==> src/rtl/uart_pkg.sv <==
// Shared types and constants for the 8N1 UART receiver.
`timescale 1ns/1ps
package uart_pkg;

    localparam int DATA_BITS            = 8;
    localparam int CLKS_PER_BIT_DEFAULT = 434;

    typedef enum logic [2:0] {
        IDLE,
        START,
        DATA,
        STOP,
        CLEANUP
    } rx_state_t;

endpackage

==> src/rtl/uart_rx_if.sv <==
// Serial input and parallel byte/strobe outputs of the UART receiver.
`timescale 1ns/1ps
interface uart_rx_if;
    import uart_pkg::*;

    logic                 i_RX_Serial;
    logic                 o_RX_DV;
    logic [DATA_BITS-1:0] o_RX_Byte;
    logic                 o_Frame_Err;

    // The receiver is the master: it owns the byte, strobe and error outputs.
    modport master (
        input  i_RX_Serial,
        output o_RX_DV,
        output o_RX_Byte,
        output o_Frame_Err
    );

    modport slave (
        output i_RX_Serial,
        input  o_RX_DV,
        input  o_RX_Byte,
        input  o_Frame_Err
    );

endinterface

==> src/rtl/uart_rx_sync_2ff.sv <==
// Two-flop synchronizer for an asynchronous single-bit input.
`timescale 1ns/1ps
module sync_2ff #(
    parameter logic RESET_VAL = 1'b1
) (
    input  logic clk,
    input  logic rst_n,
    input  logic d,
    output logic q
);

    logic meta;

    always_ff @(posedge clk) begin
        if (!rst_n) begin
            meta <= RESET_VAL;
            q    <= RESET_VAL;
        end else begin
            meta <= d;
            q    <= meta;
        end
    end

endmodule

==> src/rtl/uart_rx.sv <==
// 8N1 UART receiver: samples each bit at its centre, timed from the detected start edge.
`timescale 1ns/1ps
module uart_rx
    import uart_pkg::*;
#(
    parameter int CLKS_PER_BIT = CLKS_PER_BIT_DEFAULT
) (
    input  logic      clk,
    input  logic      rst_n,
    uart_rx_if.master bus
);

    localparam int             CNT_W    = $clog2(CLKS_PER_BIT);
    localparam logic [CNT_W-1:0] CNT_LAST = CNT_W'(CLKS_PER_BIT - 1);
    localparam logic [CNT_W-1:0] CNT_HALF = CNT_W'((CLKS_PER_BIT - 1) / 2);
    localparam logic [2:0]     BIT_LAST = 3'(DATA_BITS - 1);

    logic                 rx_s;
    rx_state_t            state, state_next;
    logic [CNT_W-1:0]     clk_cnt, clk_cnt_next;
    logic [2:0]           bit_idx, bit_idx_next;
    logic [DATA_BITS-1:0] shift, shift_next;
    logic [DATA_BITS-1:0] rx_byte_next;
    logic                 rx_dv_next;
    logic                 frame_err_next;

    sync_2ff #(.RESET_VAL(1'b1)) u_sync (
        .clk   (clk),
        .rst_n (rst_n),
        .d     (bus.i_RX_Serial),
        .q     (rx_s)
    );

    always_ff @(posedge clk) begin
        if (!rst_n) begin
            state           <= IDLE;
            clk_cnt         <= '0;
            bit_idx         <= '0;
            shift           <= '0;
            bus.o_RX_Byte   <= '0;
            bus.o_RX_DV     <= 1'b0;
            bus.o_Frame_Err <= 1'b0;
        end else begin
            state           <= state_next;
            clk_cnt         <= clk_cnt_next;
            bit_idx         <= bit_idx_next;
            shift           <= shift_next;
            bus.o_RX_Byte   <= rx_byte_next;
            bus.o_RX_DV     <= rx_dv_next;
            bus.o_Frame_Err <= frame_err_next;
        end
    end

    // Pulses default low so DV and frame error last exactly one clock.
    always_comb begin
        state_next     = state;
        clk_cnt_next   = clk_cnt;
        bit_idx_next   = bit_idx;
        shift_next     = shift;
        rx_byte_next   = bus.o_RX_Byte;
        rx_dv_next     = 1'b0;
        frame_err_next = 1'b0;

        unique case (state)
            IDLE: begin
                clk_cnt_next = '0;
                bit_idx_next = '0;
                if (!rx_s) state_next = START;
            end

            START: begin
                if (clk_cnt == CNT_HALF) begin
                    clk_cnt_next = '0;
                    state_next   = rx_s ? IDLE : DATA;
                end else begin
                    clk_cnt_next = clk_cnt + 1'b1;
                end
            end

            DATA: begin
                if (clk_cnt == CNT_LAST) begin
                    clk_cnt_next        = '0;
                    shift_next[bit_idx] = rx_s;
                    if (bit_idx == BIT_LAST) begin
                        bit_idx_next = '0;
                        state_next   = STOP;
                    end else begin
                        bit_idx_next = bit_idx + 1'b1;
                    end
                end else begin
                    clk_cnt_next = clk_cnt + 1'b1;
                end
            end

            // A low stop bit discards the byte but keeps the last good one visible.
            STOP: begin
                if (clk_cnt == CNT_LAST) begin
                    clk_cnt_next = '0;
                    state_next   = CLEANUP;
                    if (rx_s) begin
                        rx_byte_next = shift;
                        rx_dv_next   = 1'b1;
                    end else begin
                        frame_err_next = 1'b1;
                    end
                end else begin
                    clk_cnt_next = clk_cnt + 1'b1;
                end
            end

            CLEANUP: begin
                state_next = IDLE;
            end

            default: state_next = IDLE;
        endcase
    end

endmodule

==> src/flat_wrapper.sv <==
// flat-port wrapper written by rule: the top's interface ports become plain ports
module uart_rx_flat import uart_pkg::*;
#(
    parameter int CLKS_PER_BIT = CLKS_PER_BIT_DEFAULT
)
  (clk, rst_n, bus_i_RX_Serial, bus_o_RX_DV, bus_o_RX_Byte, bus_o_Frame_Err);
  uart_rx_if bus_i ();
  input  logic clk;
  input  logic rst_n;
  input wire logic [$bits(bus_i.i_RX_Serial)-1:0] bus_i_RX_Serial;
  output wire logic [$bits(bus_i.o_RX_DV)-1:0] bus_o_RX_DV;
  output wire logic [$bits(bus_i.o_RX_Byte)-1:0] bus_o_RX_Byte;
  output wire logic [$bits(bus_i.o_Frame_Err)-1:0] bus_o_Frame_Err;
  assign bus_i.i_RX_Serial = bus_i_RX_Serial;
  assign bus_o_RX_DV = bus_i.o_RX_DV;
  assign bus_o_RX_Byte = bus_i.o_RX_Byte;
  assign bus_o_Frame_Err = bus_i.o_Frame_Err;
  uart_rx #(.CLKS_PER_BIT(CLKS_PER_BIT)) u_core (.clk(clk), .rst_n(rst_n), .bus(bus_i));
endmodule
==> config.mk <==
export PLATFORM = sky130hd
export DESIGN_NAME = uart_rx_flat
export DESIGN_NICKNAME = d
export VERILOG_FILES = /design/src/rtl/uart_pkg.sv /design/src/rtl/uart_rx_if.sv /design/src/rtl/uart_rx_sync_2ff.sv /design/src/rtl/uart_rx.sv /design/src/flat_wrapper.sv
export SDC_FILE = /design/constraint.sdc
export NUM_CORES = 1
export LEC_CHECK = 0
export BUFFER_PORTS_ARGS = -buffer_cell sky130_fd_sc_hd__buf_4
export CAP_MARGIN = 25
export CORE_UTILIZATION = 33
export DETAILED_ROUTE_END_ITERATION = 10
export HOLD_SLACK_MARGIN = 0.12
export PLACE_DENSITY = 0.59
export RECOVER_POWER = 100
export SLEW_MARGIN = 20
export SYNTH_ARGS = -nofsm -noshare
export SYNTH_HDL_FRONTEND = slang
export SYNTH_HIERARCHICAL = 1
export SYNTH_SLANG_ARGS = --single-unit
==> constraint.sdc <==
create_clock -name clk -period 1.7 [get_ports clk]
set_input_delay 0.255 -clock clk [delete_from_list [all_inputs] [get_ports clk]]
set_output_delay 0.255 -clock clk [all_outputs]
set_load 0.01 [all_outputs]
* Word level (Yosys, flattened, before mapping)
Cells that the tools add are included.
Widths: inputs -> output; s select.
** Operators by class
- Multiplexer cells :: 18
- Reductions and logical operators :: 10
- Eq/ne operators :: 11
- Magnitude comparators :: 2
- Add/subtract/negate cells :: 2
** Operator list (count)
- $pmux 9 s3 :: 1
- $mux 3 :: 7
- $mux 9 :: 2
- $pmux 3 s4 :: 1
- $add 9x1->9 const B :: 1
- $eq 9x8->1 const B :: 1
- $eq 9x9->1 const B :: 1
- $bwmux 8 :: 1
- $ne 2x1->1 const B :: 4
- $eq 3x2->1 const B :: 2
- $pmux 3 s2 :: 1
- $reduce_and 3->1 :: 2
- $reduce_and 5->1 :: 1
- $lt 3x4->1 const B :: 1
- $reduce_and 2->1 :: 2
- $add 3x1->3 const B :: 1
- $demux 1 s3 :: 1
- $eq 3x1->1 const B :: 1
- $eq 3x3->1 const B :: 1
- $ge 3x1->1 const B :: 1
- $logic_not 3->1 :: 1
- $mux 1 :: 3
- $reduce_bool 3->1 :: 1
- $mux 2 :: 1
- 4 further kinds :: 4
** Storage, ports and cells
- Bits of input ports :: 3
- Word-level logic and storage cells :: 52
- Bits in registers :: 35

* Depth between registers and ports, before layout
- Word-level depth :: 5
- Gate-level depth with buffers :: 7

* Cells and area by module
The synthesis kept the hierarchy.
** Modules (own cells, without submodules)
- uart_rx :: cells an instance 188, area an instance 1659.1 um2, seq. area each 660.6 um2, times used 1
- sync_2ff :: cells an instance 4, area an instance 52.6 um2, seq. area each 40.0 um2, times used 1

* Worst setup path before layout
OpenSTA, ideal clock, no wires.
- Kind :: reg-to-reg
- From :: reg u_core.clk_cnt[0]
- To :: reg u_core.bus.o_RX_Byte[0]
- Setup time :: 0.072 ns
- Arrival time :: 1.633 ns
- Path buffers :: 0
- Cell stages (with the launch flop) :: 6
- Slack :: -0.004 ns
- Cell sequence :: dfxtp_1 ha_1 and4bb_2 nand3_4 nor4_4 mux2i_1
** Between the ends
- Word-level cells in the longest chain between the ends :: 2
** Ends and longest elaborated chain
- start, declared :: line uart_rx.sv:20 : logic [CNT_W-1:0] clk_cnt, clk_cnt_next;
- start signal, assigned :: line uart_rx.sv:45 : clk_cnt <= clk_cnt_next;
- $eq 9x9->1 :: line uart_rx.sv:97 : if (clk_cnt == CNT_LAST) begin
- $reduce_and 3->1 (no source line)
- end signal, assigned :: line uart_rx.sv:48 : bus.o_RX_Byte <= rx_byte_next;
- end, declared :: line uart_rx_if.sv:15 : output o_RX_Byte,
No other way between the ends.
A chain may end at the register's enable or synchronous reset.

* Final worst setup path
- From :: reg u_core.clk_cnt[1]
- To :: reg u_core.shift[4]
** Between the ends
- Word-level cells in the longest chain between the ends :: 2
** Ends and longest elaborated chain
- $eq 9x9->1 :: line uart_rx.sv:81 : if (clk_cnt == CNT_LAST) begin
- $reduce_and 2->1 (no source line)
- end signal, assigned :: line uart_rx.sv:47 : shift <= shift_next;
- end, declared :: line uart_rx.sv:22 : logic [DATA_BITS-1:0] shift, shift_next;
No other way between the ends.

==> results.yml <==
outcome:
  status: "completed"
setup_path:
  crit_fanout: 6
  critPathLaunchType: "flop"
  path_cells: "inv_2 -> ha_4 -> and4bb_2 -> nand3_4 -> or4_1 -> mux2i_1"
  critical_path_class: "reg -> reg"
  end_kind: "flop"
  crit_required_ns: 1.87
  arrival_ns: 1.83
  cp_slowest_cell: "or4_1"
  critPathMaxStageDelay_ns: 0.45
global_routing:
  grt_max_degree: 37
  grt_first_pass_wirelength_um: 6106
  grt_pass1_vias: 1290
  grt_usage_pct: 14.81
  antenna_found_initial: 0
  grt_overflow: 0
logic_synthesis:
  synth_top_area_cell: "dfxtp_1"
  netlist_instances: 192
  synthFlopType: "dfxtp_1"
  synth_top_area_share_pct: 40.94
  synth_area_per_cell_um2: 8.915
  syn-cell-area_um2: 1712
  seq_area_frac_synth_pct: 40.94
  synth_async_sr_flop_share_pct: 0
  netlist_top_cells_area: "dfxtp_1 41%, mux2i_1 9.4%, nand2_1 7.0%, ha_1 3.7%, a21boi_0 3.5%"
  synth_edf_count: 0
  syn_nets: 200
  ys.warnings.count: 6
  ys_types: 40
  ys_ff_latch: 35
cts:
  clkLatencyLatePin_ns: 0.29
  cts_buffers: 5
  clk_path_buf_depth: 2
  postCtsHoldBufs: 0
  path_clk_slew_ns: 0.07
  cts_root_buffer: "clkbuf_8"
  cts_tree: "yes"
  h-tree-depth: 2
  clock-sinks: 35
min_path:
  hold_path.class: "in -> reg"
timing:
  hold_ws_ns: 0.1383
  slew_headroom_pct: 74.46
  fin_skew_ns: 0.005365
  clock.fmax_mhz: 604.6
  hold_violations: 0
  fin_setup_tns_ns: 0
  timing.final.crit_period_ns: 1.654
  final_max_slew_viol_count: 0
  tightest_slew_ns: 0.3796
  finalSetupViolCount: 0
  finalCritPeriodShare_pct: 97.29
route:
  dr.pass1.iters: 4
  final_antenna_net_count: 0
  num_vias: 1506
  routed_via_density: 5.193
  drc: 0
  wl_per_cell_um: 12.75
  routed_wl_um: 3698
  drt_iter0_drc: 130
placement:
  place_hpwl_um: 2437
  io_buffers: 12
  dp_cells: 281
  gp_congestion: 0.8024
power:
  peakVddDrop_mv: 0.3206
  p_leak_nw: 0.7447
  power.density_nw_per_um2: 704.5
  finalPower_mw: 1.483
floorplan:
  coreArea_um2: 4848
  dieArea_um2: 5479
  initial_core_util_pct: 35.30
  chipHeight_um: 74.02
  io_pins: 13
  num_rows: 25
  die_w_um: 74.02
layout:
  num_antenna_cells: 0
  syn_to_final_growth_pct: 22.95
  final_cells: 290
  drive_gt1_share_pct: 20.18
  final_nets: 230
  post-route-util_pct: 43.41
flow_run:
  cap_violations: 0
## final cells by class
type	instances	area, um2
Tap cell	67	83.83
Clock inverter	3	20.02
Inverter	5	18.77
Multi-Input combinational cell	144	998.5
Clock buffer	5	68.82
Timing Repair Buffer	31	211.5
Sequential cell	35	703.2
Fill cell	473	2744
## final timing paths
| kind | startpoint | endpoint | slack, ns | cells after the start |
|---|---|---|---|---|
| hold / removal | bus_i_RX_Serial | u_core/u_sync/meta$_SDFF_PN1_ | 0.14 | 2 |
| setup / recovery | u_core/clk_cnt[1]$_SDFFE_PN0P_ | u_core/shift[4]$_SDFFE_PN0P_ | 0.05 | 6 |
| setup reg to reg | u_core/clk_cnt[1]$_SDFFE_PN0P_ | u_core/shift[4]$_SDFFE_PN0P_ | 0.05 | 6 |
| hold reg to reg | u_core/u_sync/meta$_SDFF_PN1_ | u_core/u_sync/q$_SDFF_PN1_ | 0.41 | 1 |
## logic make-up (layout without fill, tap and decap cells)
| group | count (synthesis) | after routing | share of synthesized area (%) |
|---|---|---|---|
| AND/OR/NAND/NOR | 90 | 90 | 29.97 |
| flip-flops | 35 | 35 | 40.94 |
| AO/OA/AOI/OAI | 32 | 32 | 12.50 |
| multiplexers | 16 | 16 | 9.357 |
| buffers and inverters | 13 | 44 | 3.071 |
| adder cells (fa/ha/maj) | 5 | 5 | 3.655 |
| XOR/XNOR | 1 | 1 | 0.5118 |
## power breakdown
part / internal, mW / switching, mW / total [mW]
clock: 0.285 / 0.329 / 0.614
combinational: 0.0150 / 0.0278 / 0.0428
sequential: 0.822 / 0.00326 / 0.826
## through the flow
step                      setup WS, ns  instance area (um2)
final                          0.04606                 2105
after global routing         -0.001568                 2105
after CTS                      0.01206                 2093
after detailed placement      -0.02021                 2001
after global placement         0.08157                 2001
after floorplan                0.02932                 1713
## Yosys cell counts (2+ instances only)
| library cell | instances |
|---|---|
| dfxtp_1 | 35 |
| nand2_1 | 32 |
| mux2i_1 | 16 |
| a21boi_0 | 8 |
| nor2_1 | 8 |
| clkbuf_1 | 7 |
| nor3_1 | 7 |
| o21ai_0 | 7 |
| ha_1 | 5 |
| inv_1 | 5 |
| nand2b_1 | 5 |
| nand3_1 | 5 |
| nor4_1 | 5 |
| a21oi_1 | 4 |
| and2_1 | 4 |
| o22ai_1 | 4 |
| nand4_1 | 3 |
| nor2b_1 | 3 |
| or4_1 | 3 |
| and4bb_2 | 2 |
| nand4b_1 | 2 |
| o2111ai_1 | 2 |
| o311ai_0 | 2 |
| or3_1 | 2 |
## per-layer routing
layer	wire [um]	global-route usage [%]	part of all wire, %	vias up
li1	-	-	-	753
met1	1802	19.48	49	711
met2	1643	22.83	44	36
met3	182	3.794	4.9	6
met4	70	6.624	1.9	0
met5	0	0	0	-
## repair_timing
action                                  CTS  global route
endpoints found under the setup margin    1            16
setup buffers                             0             1
hold endpoints to repair                  0             0
gates resized for setup                   1            12
pin swaps                                 0             3
## registers in the layout, indices dropped and copies added (netlist names)
register / cells
u_core/shift: 8
u_core/u_sync/q: 1
u_core/bus.o_Frame_Err: 1
u_core/clk_cnt: 9
u_core/state: 3
u_core/bit_idx: 3
u_core/bus.o_RX_Byte: 8
u_core/bus.o_RX_DV: 1
u_core/u_sync/meta: 1
## worst max-delay path, delay by kind of cell, from the launching register on
family,cells,cell delay [ns]
simple gates,3,0.88
flops,1,0.33
buf+inv,1,0.07
fa+ha+maj,1,0.12
mux,1,0.14
## cells in the final DEF (no fill, tap or decap), drive strengths merged, types with 2 or more instances in the layout
cell and instances:
a21boi 9, a21oi 4, and2 4, and4bb 2, buf 21, clkbuf 15, clkinvlp 2, dfxtp 35
ha 5, inv 5, mux2i 16, nand2 32, nand2b 5, nand3 6, nand4 3, nand4b 2
nor2 8, nor2b 3, nor3 7, nor4 6, o2111ai 2, o21ai 7, o22ai 4, o311ai 2
or3 2, or4 3
Note: power is estimated with default switching activity, not from simulation.
